[src/rtl/pentary_pkg.sv]
// Shared definitions for the pentary crossbar controller: digit codes,
// digit decoding/validation and the controller state encoding.
package pentary_pkg;

    localparam logic [2:0] NEG2 = 3'd0;
    localparam logic [2:0] NEG1 = 3'd1;
    localparam logic [2:0] ZERO = 3'd2;
    localparam logic [2:0] POS1 = 3'd3;
    localparam logic [2:0] POS2 = 3'd4;

    typedef enum logic [2:0] {
        IDLE,
        VERIFY,
        PROG,
        COMPUTE,
        CAL
    } state_t;

    function automatic logic code_valid(input logic [2:0] code);
        return code <= POS2;
    endfunction

    // Four bits wide so that a product of two digits (-4..+4) fits without widening.
    function automatic logic signed [3:0] decode(input logic [2:0] code);
        case (code)
            NEG2:    return -4'sd2;
            NEG1:    return -4'sd1;
            POS1:    return 4'sd1;
            POS2:    return 4'sd2;
            default: return 4'sd0;
        endcase
    endfunction

endpackage

[src/rtl/crossbar_cell_array.sv]
// Behavioural memristor crossbar: per-cell pentary level plus stuck flag,
// single-step programming, stuck injection, one cell read and one row read.
module crossbar_cell_array
    import pentary_pkg::*;
#(
    parameter int ROWS = 16,
    parameter int COLS = 16,
    parameter int RAW  = 4,
    parameter int CAW  = 4
) (
    input  logic              clk,
    input  logic              reset,
    input  logic              prog_en,
    input  logic              prog_dir,
    input  logic [RAW-1:0]    prog_row,
    input  logic [CAW-1:0]    prog_col,
    input  logic              stuck_en,
    input  logic [RAW-1:0]    stuck_row,
    input  logic [CAW-1:0]    stuck_col,
    input  logic [RAW-1:0]    rd_row,
    input  logic [CAW-1:0]    rd_col,
    output logic [2:0]        rd_level,
    output logic              rd_stuck,
    input  logic [RAW-1:0]    row_sel,
    output logic [COLS*3-1:0] row_levels
);

    logic [2:0] level [ROWS][COLS];
    logic       stuck [ROWS][COLS];

    // A stuck cell ignores programming pulses; the controller never steps past the target.
    always_ff @(posedge clk) begin
        if (reset) begin
            for (int r = 0; r < ROWS; r++) begin
                for (int c = 0; c < COLS; c++) begin
                    level[r][c] <= ZERO;
                    stuck[r][c] <= 1'b0;
                end
            end
        end else begin
            if (prog_en && !stuck[prog_row][prog_col]) begin
                level[prog_row][prog_col] <= prog_dir ? level[prog_row][prog_col] + 3'd1
                                                      : level[prog_row][prog_col] - 3'd1;
            end
            if (stuck_en) begin
                stuck[stuck_row][stuck_col] <= 1'b1;
            end
        end
    end

    assign rd_level = level[rd_row][rd_col];
    assign rd_stuck = stuck[rd_row][rd_col];

    always_comb begin
        row_levels = '0;
        for (int c = 0; c < COLS; c++) begin
            row_levels[c*3 +: 3] = level[row_sel][c];
        end
    end

endmodule

[src/rtl/pentary_crossbar_ctrl_v2.sv]
// Pentary crossbar controller: program-and-verify writes, stuck-cell injection,
// row-sequential saturating matrix-vector multiply and per-row calibration.
module pentary_crossbar_ctrl_v2
    import pentary_pkg::*;
#(
    parameter int ROWS       = 16,
    parameter int COLS       = 16,
    parameter int ACC_W      = 8,
    parameter int MAX_PULSES = 4,
    localparam int RAW  = $clog2(ROWS),
    localparam int CAW  = (COLS > 1) ? $clog2(COLS) : 1,
    localparam int CNTW = $clog2(COLS + 1)
) (
    input  logic                  clk,
    input  logic                  reset,
    input  logic [RAW-1:0]        write_row,
    input  logic [CAW-1:0]        write_col,
    input  logic [2:0]            write_data,
    input  logic                  write_enable,
    input  logic                  inject_stuck,
    input  logic                  compute_enable,
    input  logic [ROWS*3-1:0]     input_vector,
    output logic [COLS*ACC_W-1:0] output_vector,
    output logic                  out_valid,
    output logic                  sat,
    input  logic                  calibrate_enable,
    input  logic [RAW-1:0]        calibrate_row,
    output logic                  calibration_done,
    output logic [CNTW-1:0]       cal_bad_count,
    output logic                  write_done,
    output logic                  write_fail,
    output logic                  ready,
    output logic                  error,
    output logic [7:0]            error_count
);

    localparam int PW = $clog2(MAX_PULSES + 1);
    localparam int IW = (RAW + 1 > CNTW) ? RAW + 1 : CNTW;

    state_t state, state_nxt;

    logic [RAW-1:0]          wr_row_q, cal_row_q;
    logic [CAW-1:0]          wr_col_q;
    logic [2:0]              target_q;
    logic [PW-1:0]           pulses_q;
    logic [IW-1:0]           idx_q;
    logic [ROWS*3-1:0]       x_q;
    logic signed [ACC_W-1:0] acc_q [COLS];
    logic                    sat_q;
    logic [CNTW-1:0]         bad_q;

    logic                    prog_en, prog_dir, stuck_en;
    logic [RAW-1:0]          rd_row, row_sel;
    logic [CAW-1:0]          rd_col;
    logic [2:0]              rd_level;
    logic                    rd_stuck;
    logic [COLS*3-1:0]       row_levels;
    logic                    acc_wr, acc_cmp, acc_cal, wr_ok, wr_bad;
    logic                    cmp_step, cmp_pub, cal_step, cal_pub;

    logic signed [3:0]       x_val;
    logic signed [3:0]       prod [COLS];
    logic signed [ACC_W:0]   sum  [COLS];
    logic                    any_ovf;

    function automatic logic overflowed(input logic signed [ACC_W:0] s);
        return s[ACC_W] != s[ACC_W-1];
    endfunction

    function automatic logic signed [ACC_W-1:0] saturate(input logic signed [ACC_W:0] s);
        if (!overflowed(s)) begin
            return s[ACC_W-1:0];
        end
        return s[ACC_W] ? {1'b1, {(ACC_W-1){1'b0}}} : {1'b0, {(ACC_W-1){1'b1}}};
    endfunction

    crossbar_cell_array #(
        .ROWS(ROWS), .COLS(COLS), .RAW(RAW), .CAW(CAW)
    ) u_cells (
        .clk       (clk),
        .reset     (reset),
        .prog_en   (prog_en),
        .prog_dir  (prog_dir),
        .prog_row  (wr_row_q),
        .prog_col  (wr_col_q),
        .stuck_en  (stuck_en),
        .stuck_row (write_row),
        .stuck_col (write_col),
        .rd_row    (rd_row),
        .rd_col    (rd_col),
        .rd_level  (rd_level),
        .rd_stuck  (rd_stuck),
        .row_sel   (row_sel),
        .row_levels(row_levels)
    );

    // The single cell port serves the write being verified, or the column under calibration.
    assign rd_row   = (state == CAL) ? cal_row_q : wr_row_q;
    assign rd_col   = (state == CAL) ? idx_q[CAW-1:0] : wr_col_q;
    assign row_sel  = idx_q[RAW-1:0];
    assign prog_dir = target_q > rd_level;
    assign ready    = state == IDLE;

    always_ff @(posedge clk) begin
        if (reset) state <= IDLE;
        else       state <= state_nxt;
    end

    always_comb begin
        state_nxt = state;
        prog_en   = 1'b0;
        stuck_en  = 1'b0;
        acc_wr    = 1'b0;
        acc_cmp   = 1'b0;
        acc_cal   = 1'b0;
        wr_ok     = 1'b0;
        wr_bad    = 1'b0;
        cmp_step  = 1'b0;
        cmp_pub   = 1'b0;
        cal_step  = 1'b0;
        cal_pub   = 1'b0;
        case (state)
            IDLE: begin
                if (write_enable) begin
                    if (inject_stuck)                 stuck_en = 1'b1;
                    else if (!code_valid(write_data)) wr_bad   = 1'b1;
                    else begin
                        acc_wr    = 1'b1;
                        state_nxt = VERIFY;
                    end
                end else if (compute_enable) begin
                    acc_cmp   = 1'b1;
                    state_nxt = COMPUTE;
                end else if (calibrate_enable) begin
                    acc_cal   = 1'b1;
                    state_nxt = CAL;
                end
            end
            VERIFY: begin
                if (rd_level == target_q) begin
                    wr_ok     = 1'b1;
                    state_nxt = IDLE;
                end else if (pulses_q < PW'(MAX_PULSES)) begin
                    state_nxt = PROG;
                end else begin
                    wr_bad    = 1'b1;
                    state_nxt = IDLE;
                end
            end
            PROG: begin
                prog_en   = 1'b1;
                state_nxt = VERIFY;
            end
            COMPUTE: begin
                if (idx_q == IW'(ROWS)) begin
                    cmp_pub   = 1'b1;
                    state_nxt = IDLE;
                end else begin
                    cmp_step  = 1'b1;
                end
            end
            CAL: begin
                if (idx_q == IW'(COLS)) begin
                    cal_pub   = 1'b1;
                    state_nxt = IDLE;
                end else begin
                    cal_step  = 1'b1;
                end
            end
            default: state_nxt = IDLE;
        endcase
    end

    always_comb begin
        x_val   = decode(x_q[3*int'(row_sel) +: 3]);
        any_ovf = 1'b0;
        for (int c = 0; c < COLS; c++) begin
            prod[c] = decode(row_levels[c*3 +: 3]) * x_val;
            sum[c]  = (ACC_W+1)'(acc_q[c]) + (ACC_W+1)'(prod[c]);
            any_ovf = any_ovf | overflowed(sum[c]);
        end
    end

    // ---- datapath registers: loaded on accept, updated per scan step ----
    always_ff @(posedge clk) begin
        if (acc_wr) begin
            wr_row_q <= write_row;
            wr_col_q <= write_col;
            target_q <= write_data;
        end
        if (acc_cmp) begin
            x_q   <= input_vector;
            sat_q <= 1'b0;
            for (int c = 0; c < COLS; c++) acc_q[c] <= '0;
        end else if (cmp_step) begin
            sat_q <= sat_q | any_ovf;
            for (int c = 0; c < COLS; c++) acc_q[c] <= saturate(sum[c]);
        end
        if (acc_cal) begin
            cal_row_q <= calibrate_row;
            bad_q     <= '0;
        end else if (cal_step) begin
            bad_q <= bad_q + CNTW'(rd_stuck);
        end
    end

    // ---- control and visible outputs: cleared by reset ----
    always_ff @(posedge clk) begin
        if (reset) begin
            pulses_q         <= '0;
            idx_q            <= '0;
            write_done       <= 1'b0;
            write_fail       <= 1'b0;
            out_valid        <= 1'b0;
            calibration_done <= 1'b0;
            output_vector    <= '0;
            sat              <= 1'b0;
            cal_bad_count    <= '0;
            error            <= 1'b0;
            error_count      <= '0;
        end else begin
            write_done       <= wr_ok;
            write_fail       <= wr_bad;
            out_valid        <= cmp_pub;
            calibration_done <= cal_pub;
            if (wr_bad) begin
                error <= 1'b1;
                if (error_count != 8'hFF) error_count <= error_count + 8'd1;
            end
            if (acc_wr)       pulses_q <= '0;
            else if (prog_en) pulses_q <= pulses_q + PW'(1);
            if (acc_cmp || acc_cal)       idx_q <= '0;
            else if (cmp_step || cal_step) idx_q <= idx_q + IW'(1);
            if (cmp_pub) begin
                sat <= sat_q;
                for (int c = 0; c < COLS; c++) output_vector[c*ACC_W +: ACC_W] <= acc_q[c];
            end
            if (cal_pub) cal_bad_count <= bad_q;
        end
    end

endmodule

[config.mk]
export PLATFORM = sky130hd
export DESIGN_NAME = pentary_crossbar_ctrl_v2
export DESIGN_NICKNAME = d
export VERILOG_FILES = /design/src/rtl/pentary_pkg.sv /design/src/rtl/crossbar_cell_array.sv /design/src/rtl/pentary_crossbar_ctrl_v2.sv
export SDC_FILE = /design/constraint.sdc
export NUM_CORES = 2
export LEC_CHECK = 0
export CAP_MARGIN = 20
export CORE_AREA = 2 2 463 465
export DETAILED_ROUTE_END_ITERATION = 10
export DIE_AREA = 0 0 465 467
export GPL_ROUTABILITY_DRIVEN = 0
export PLACE_DENSITY = 0.64
export SETUP_SLACK_MARGIN = 0.02
export SYNTH_ARGS = -nofsm -noshare
export SYNTH_HDL_FRONTEND = slang
export SYNTH_SLANG_ARGS = --single-unit
[constraint.sdc]
create_clock -name clk -period 8.57 [get_ports clk]
set_input_delay 2.1425 -clock clk [delete_from_list [all_inputs] [get_ports clk]]
set_output_delay 2.1425 -clock clk [all_outputs]
set_load 0.01 [all_outputs]
==> results.md <==
* Global route total overflow at 0
* Clock Sinks at 1,387
* Detailed-route vias per instance at 6.50
* Via count of the routed design at 69.6k
* Post-Syn Area per Cell at 10.5 µm²
* Wire length of the first global-routing pass at 449 mm
* Depth of the worst register-to-register path at 19
* Cell type with the largest total area after synthesis: sky130_fd_sc_hd__edfxtp_1
* HPWL Detailed at 205 mm
* Sum of internal, switching and leakage power at 18,400 µW
* H-tree lvl count at 4
* Measured slew at the worst slew-check pin at 1.46 ns
* Drt pass-1 iters at 7
* Die Footprint at 217,000 µm²
* Hold violation total from the final report at 0
* Top Family by Delay on Critical Path: simple AND/OR/NAND/NOR gates
* Max-cap violations at 0
* Synthesized instance count at 7,838
* Element type at the critical path start: register
* Worst Path Required at 9.09 ns
* VDD IR-drop max at 0.166 mV
* Iteration-0 DRC Markers at 11.2k
* Netlist cell types at 80
* Effective utilization at floorplan at 0.389
* Most numerous cell in the Yosys netlist: sky130_fd_sc_hd__nand2_1
* Reported net switching power at 5900 µW
* Number of gates on the worst path with buffers counted at 19
* Final Instance Area at 93,100 µm²
* Met3 Usage GRT at 0.0889
* Sequential share of power at 0.417
* Register clock-pin slew on the reported worst setup and hold paths at 0.06 ns
* Static power due to leakage at 0.0307 µW
* Number of buffers added for setup after CTS at 0
* Period utilization at 0.910
* Total Negative Setup Slacks at 0 ns
* Post-layout minimum cycle time at 7.80 ns
* Average wire length per cell after detail routing at 28.9 µm
* Number of flip-flops and latches in the synthesized netlist at 1,387
* Crit Path Max Fanout at 55
* DRC violations left at 0
* Setup repair after global routing missed its margin: false
* Maximum number of pins on one net before global-route repair at 239
* Overall fraction of global-route tracks in use at 0.277
* I/O pins at 217
* Vert. Die Dim at 467 µm
* Via count of the first global-routing pass at 65.7k
* Filler Cell Count at 19.4k
* Fraction of power consumed by combinational cells at 0.224
* Most frequent cell on the critical path: sky130_fd_sc_hd__buf_4
* Global Route met2 Usage at 0.412
* Number of placement rows at 169
* Seq/Total Area, Yosys at 0.454
* Hold-fix buffer count after cts at 0
* Run status: finished, final reports clean
* Final Net Count at 8,035
* Number of synthesized flops with an enable pin at 959
* Power share of the clock group at 0.359
* Share of final-layout standard cells stronger than drive strength 1 at 0.146
* Busiest grt layer: met2
* Routed wire length at 310 mm
* Buffers from clock root to sink, at most at 3
* Clk Latency, worst-skew pair at 0.85 ns
* Classification of the worst-slack hold path: reg2reg
* Synth Cell Area at 82,300 µm²
* Ordered list of cells on the worst path: or3b_2 > a21o_4 > buf_12 > buf_4 > buf_4 > nand2_1 > a32oi_1 > a31oi_1 > or4_1 > nor4_1 > nor4_1 > ha_1 > o21a_1 > o21ai_0 > fa_1 > buf_12 > nor2_2 > buf_4 > nand2_1
* Count of input and output buffers at 216
* Leading post-synthesis cells by cell area: sky130_fd_sc_hd__edfxtp_1 35%, sky130_fd_sc_hd__mux4_2 15%, sky130_fd_sc_hd__dfxtp_1 10%
* Number of nets in the synthesized netlist at 8,131
* Area Growth Syn to Fin at 13.2%
* Antenna viol nets, final at 0
* Die Wd at 465 µm
* Synth Warn # at 0
* Power per cell area at 198 nW/µm²
* Worst hold stages at 2
* Worst hold slack across all endpoints at 0.454 ns
* Final Max Slew Viols at 0
* End-of-flow core utilization at 0.440
* Critical Path Slowest Stage Cell: sky130_fd_sc_hd__nor4_1
* Cell Int Power at 12,500 µW
* Core Footprint at 212,000 µm²
* Inserted Clock Buffers at 154
* Final Setup Violations at 0
* Proportion of total power due to net switching at 0.320
* Ys async rst share at 0
* Buffers and inverters on the worst path at 5
* Critical Path End Type: register
* Predominant post-synthesis flop cell: sky130_fd_sc_hd__edfxtp_1
* FMAX at 128 MHz
* Placement-stage cell area at 88,000 µm²
* Headroom to the max-slew limit at 0.0269
* Max stage delay on crit path at 0.86 ns
* Cts repair resizes at 0
* Met1 global-route usage at 0.350
* Clock tree from TritonCTS: done
* Library cell used as clock root buffer: sky130_fd_sc_hd__clkbuf_16
* CP Class: reg2reg
* Clk_skew at 0.0691 ns
* Worst path arrival time at 8.32 ns
* Most used standard cells in the synthesized netlist: 1,394 x sky130_fd_sc_hd__nand2_1, 959 x sky130_fd_sc_hd__edfxtp_1, 541 x sky130_fd_sc_hd__mux4_2
* Initial antenna violation count at 15
* Area share of the largest cell type after synthesis at 0.350
[cell type report]
type,instances,area (µm²),area share
flip-flops and latches,1387,37400,0.402
well taps,2821,3530,0.0379
clock inverters,79,769,0.00826
clock buffers,203,4180,0.0449
inverters,293,1100,0.0118
repair buffers,474,4870,0.0523
diodes,14,35.0,0.000376
multi-input cells,5432,41200,0.443
[sequential cells by signal (all words and copies together) (netlist names), named ones only]
signal / flops
calibration_done: 1
state: 3
u_cells.level: 768
write_fail: 1
cal_row_q: 4
pulses_q: 3
wr_col_q: 4
output_vector: 128
write_done: 1
sat_q: 1
out_valid: 1
error_count: 8
wr_row_q: 4
target_q: 3
error: 1
idx_q: 5
cal_bad_count: 5
sat: 1
acc_q: 128
u_cells.stuck: 256
x_q: 48
bad_q: 5
[power by group through the flow]
stage / Sequential, µW / Combinational, µW / Clock, µW
CTS: 7680 / 4010 / 6640
finish: 7690 / 4130 / 6610
global placement: 7810 / 3900 / 0
detailed placement: 7820 / 3990 / 0
floorplan: 7700 / 2740 / 0
global route: 7710 / 4370 / 6890
[layout by cell type, fill, tap and decap left out, types with 200 or more instances in the layout]
cell type / synthesis / routed
sky130_fd_sc_hd__mux4_2: 541 / 541
sky130_fd_sc_hd__buf_4: 10 / 200
sky130_fd_sc_hd__clkdlybuf4s50_1: 0 / 215
sky130_fd_sc_hd__edfxtp_1: 959 / 959
sky130_fd_sc_hd__nand3_1: 255 / 247
sky130_fd_sc_hd__inv_1: 291 / 290
sky130_fd_sc_hd__nand2_1: 1394 / 1388
sky130_fd_sc_hd__ha_1: 207 / 207
sky130_fd_sc_hd__nor3_1: 536 / 528
sky130_fd_sc_hd__o22ai_1: 274 / 274
sky130_fd_sc_hd__a21o_1: 264 / 262
sky130_fd_sc_hd__a21oi_1: 266 / 264
sky130_fd_sc_hd__dfxtp_1: 428 / 421
sky130_fd_sc_hd__nor2_1: 391 / 359
[worst paths after layout]
path                            from  slack [ns]              endpoint
setup / recovery            state[1]        0.77  u_cells.level[7][31]
hold / removal    output_vector[102]        0.45    output_vector[102]
setup reg to reg            state[1]        0.77  u_cells.level[7][31]
hold reg to reg   output_vector[102]        0.45    output_vector[102]
[kinds of logic (layout without fill, tap and decap cells)]
kind of cell,count (synthesis),count (layout),share of synthesized area
and+or+nand+nor,2862,2862,0.153
AOI/OAI and AO/OA,1437,1437,0.116
DFF,1387,1387,0.454
buffers and inverters,1019,1049,0.0504
muxes,728,728,0.171
adders and majority gates,226,226,0.0359
xor gates and xnor gates,179,179,0.0191
other,0,14,0
[metrics by stage]
stage / instances / setup slack (ns)
global route: 10700 / 0.505
global placement: 10400 / 1.13
CTS: 10700 / 0.919
floorplan: 7838 / 1.73
detailed placement: 10400 / 0.952
finish: 10700 / 0.771
[layer usage]
metal | vias up | share of wire
met3 | 1215 | 0.14
met2 | 5505 | 0.43
met5 | - | 0.00026
met4 | 14 | 0.072
met1 | 33700 | 0.36
li1 | 29200 | -
[worst min-delay path, stage by stage, from the launching register on]
cell and delay (ns):
sky130_fd_sc_hd__dfxtp_1 0.31, sky130_fd_sc_hd__nand2_1 0.05, sky130_fd_sc_hd__a21oi_1 0.05
(Power assumes the default switching activity.)
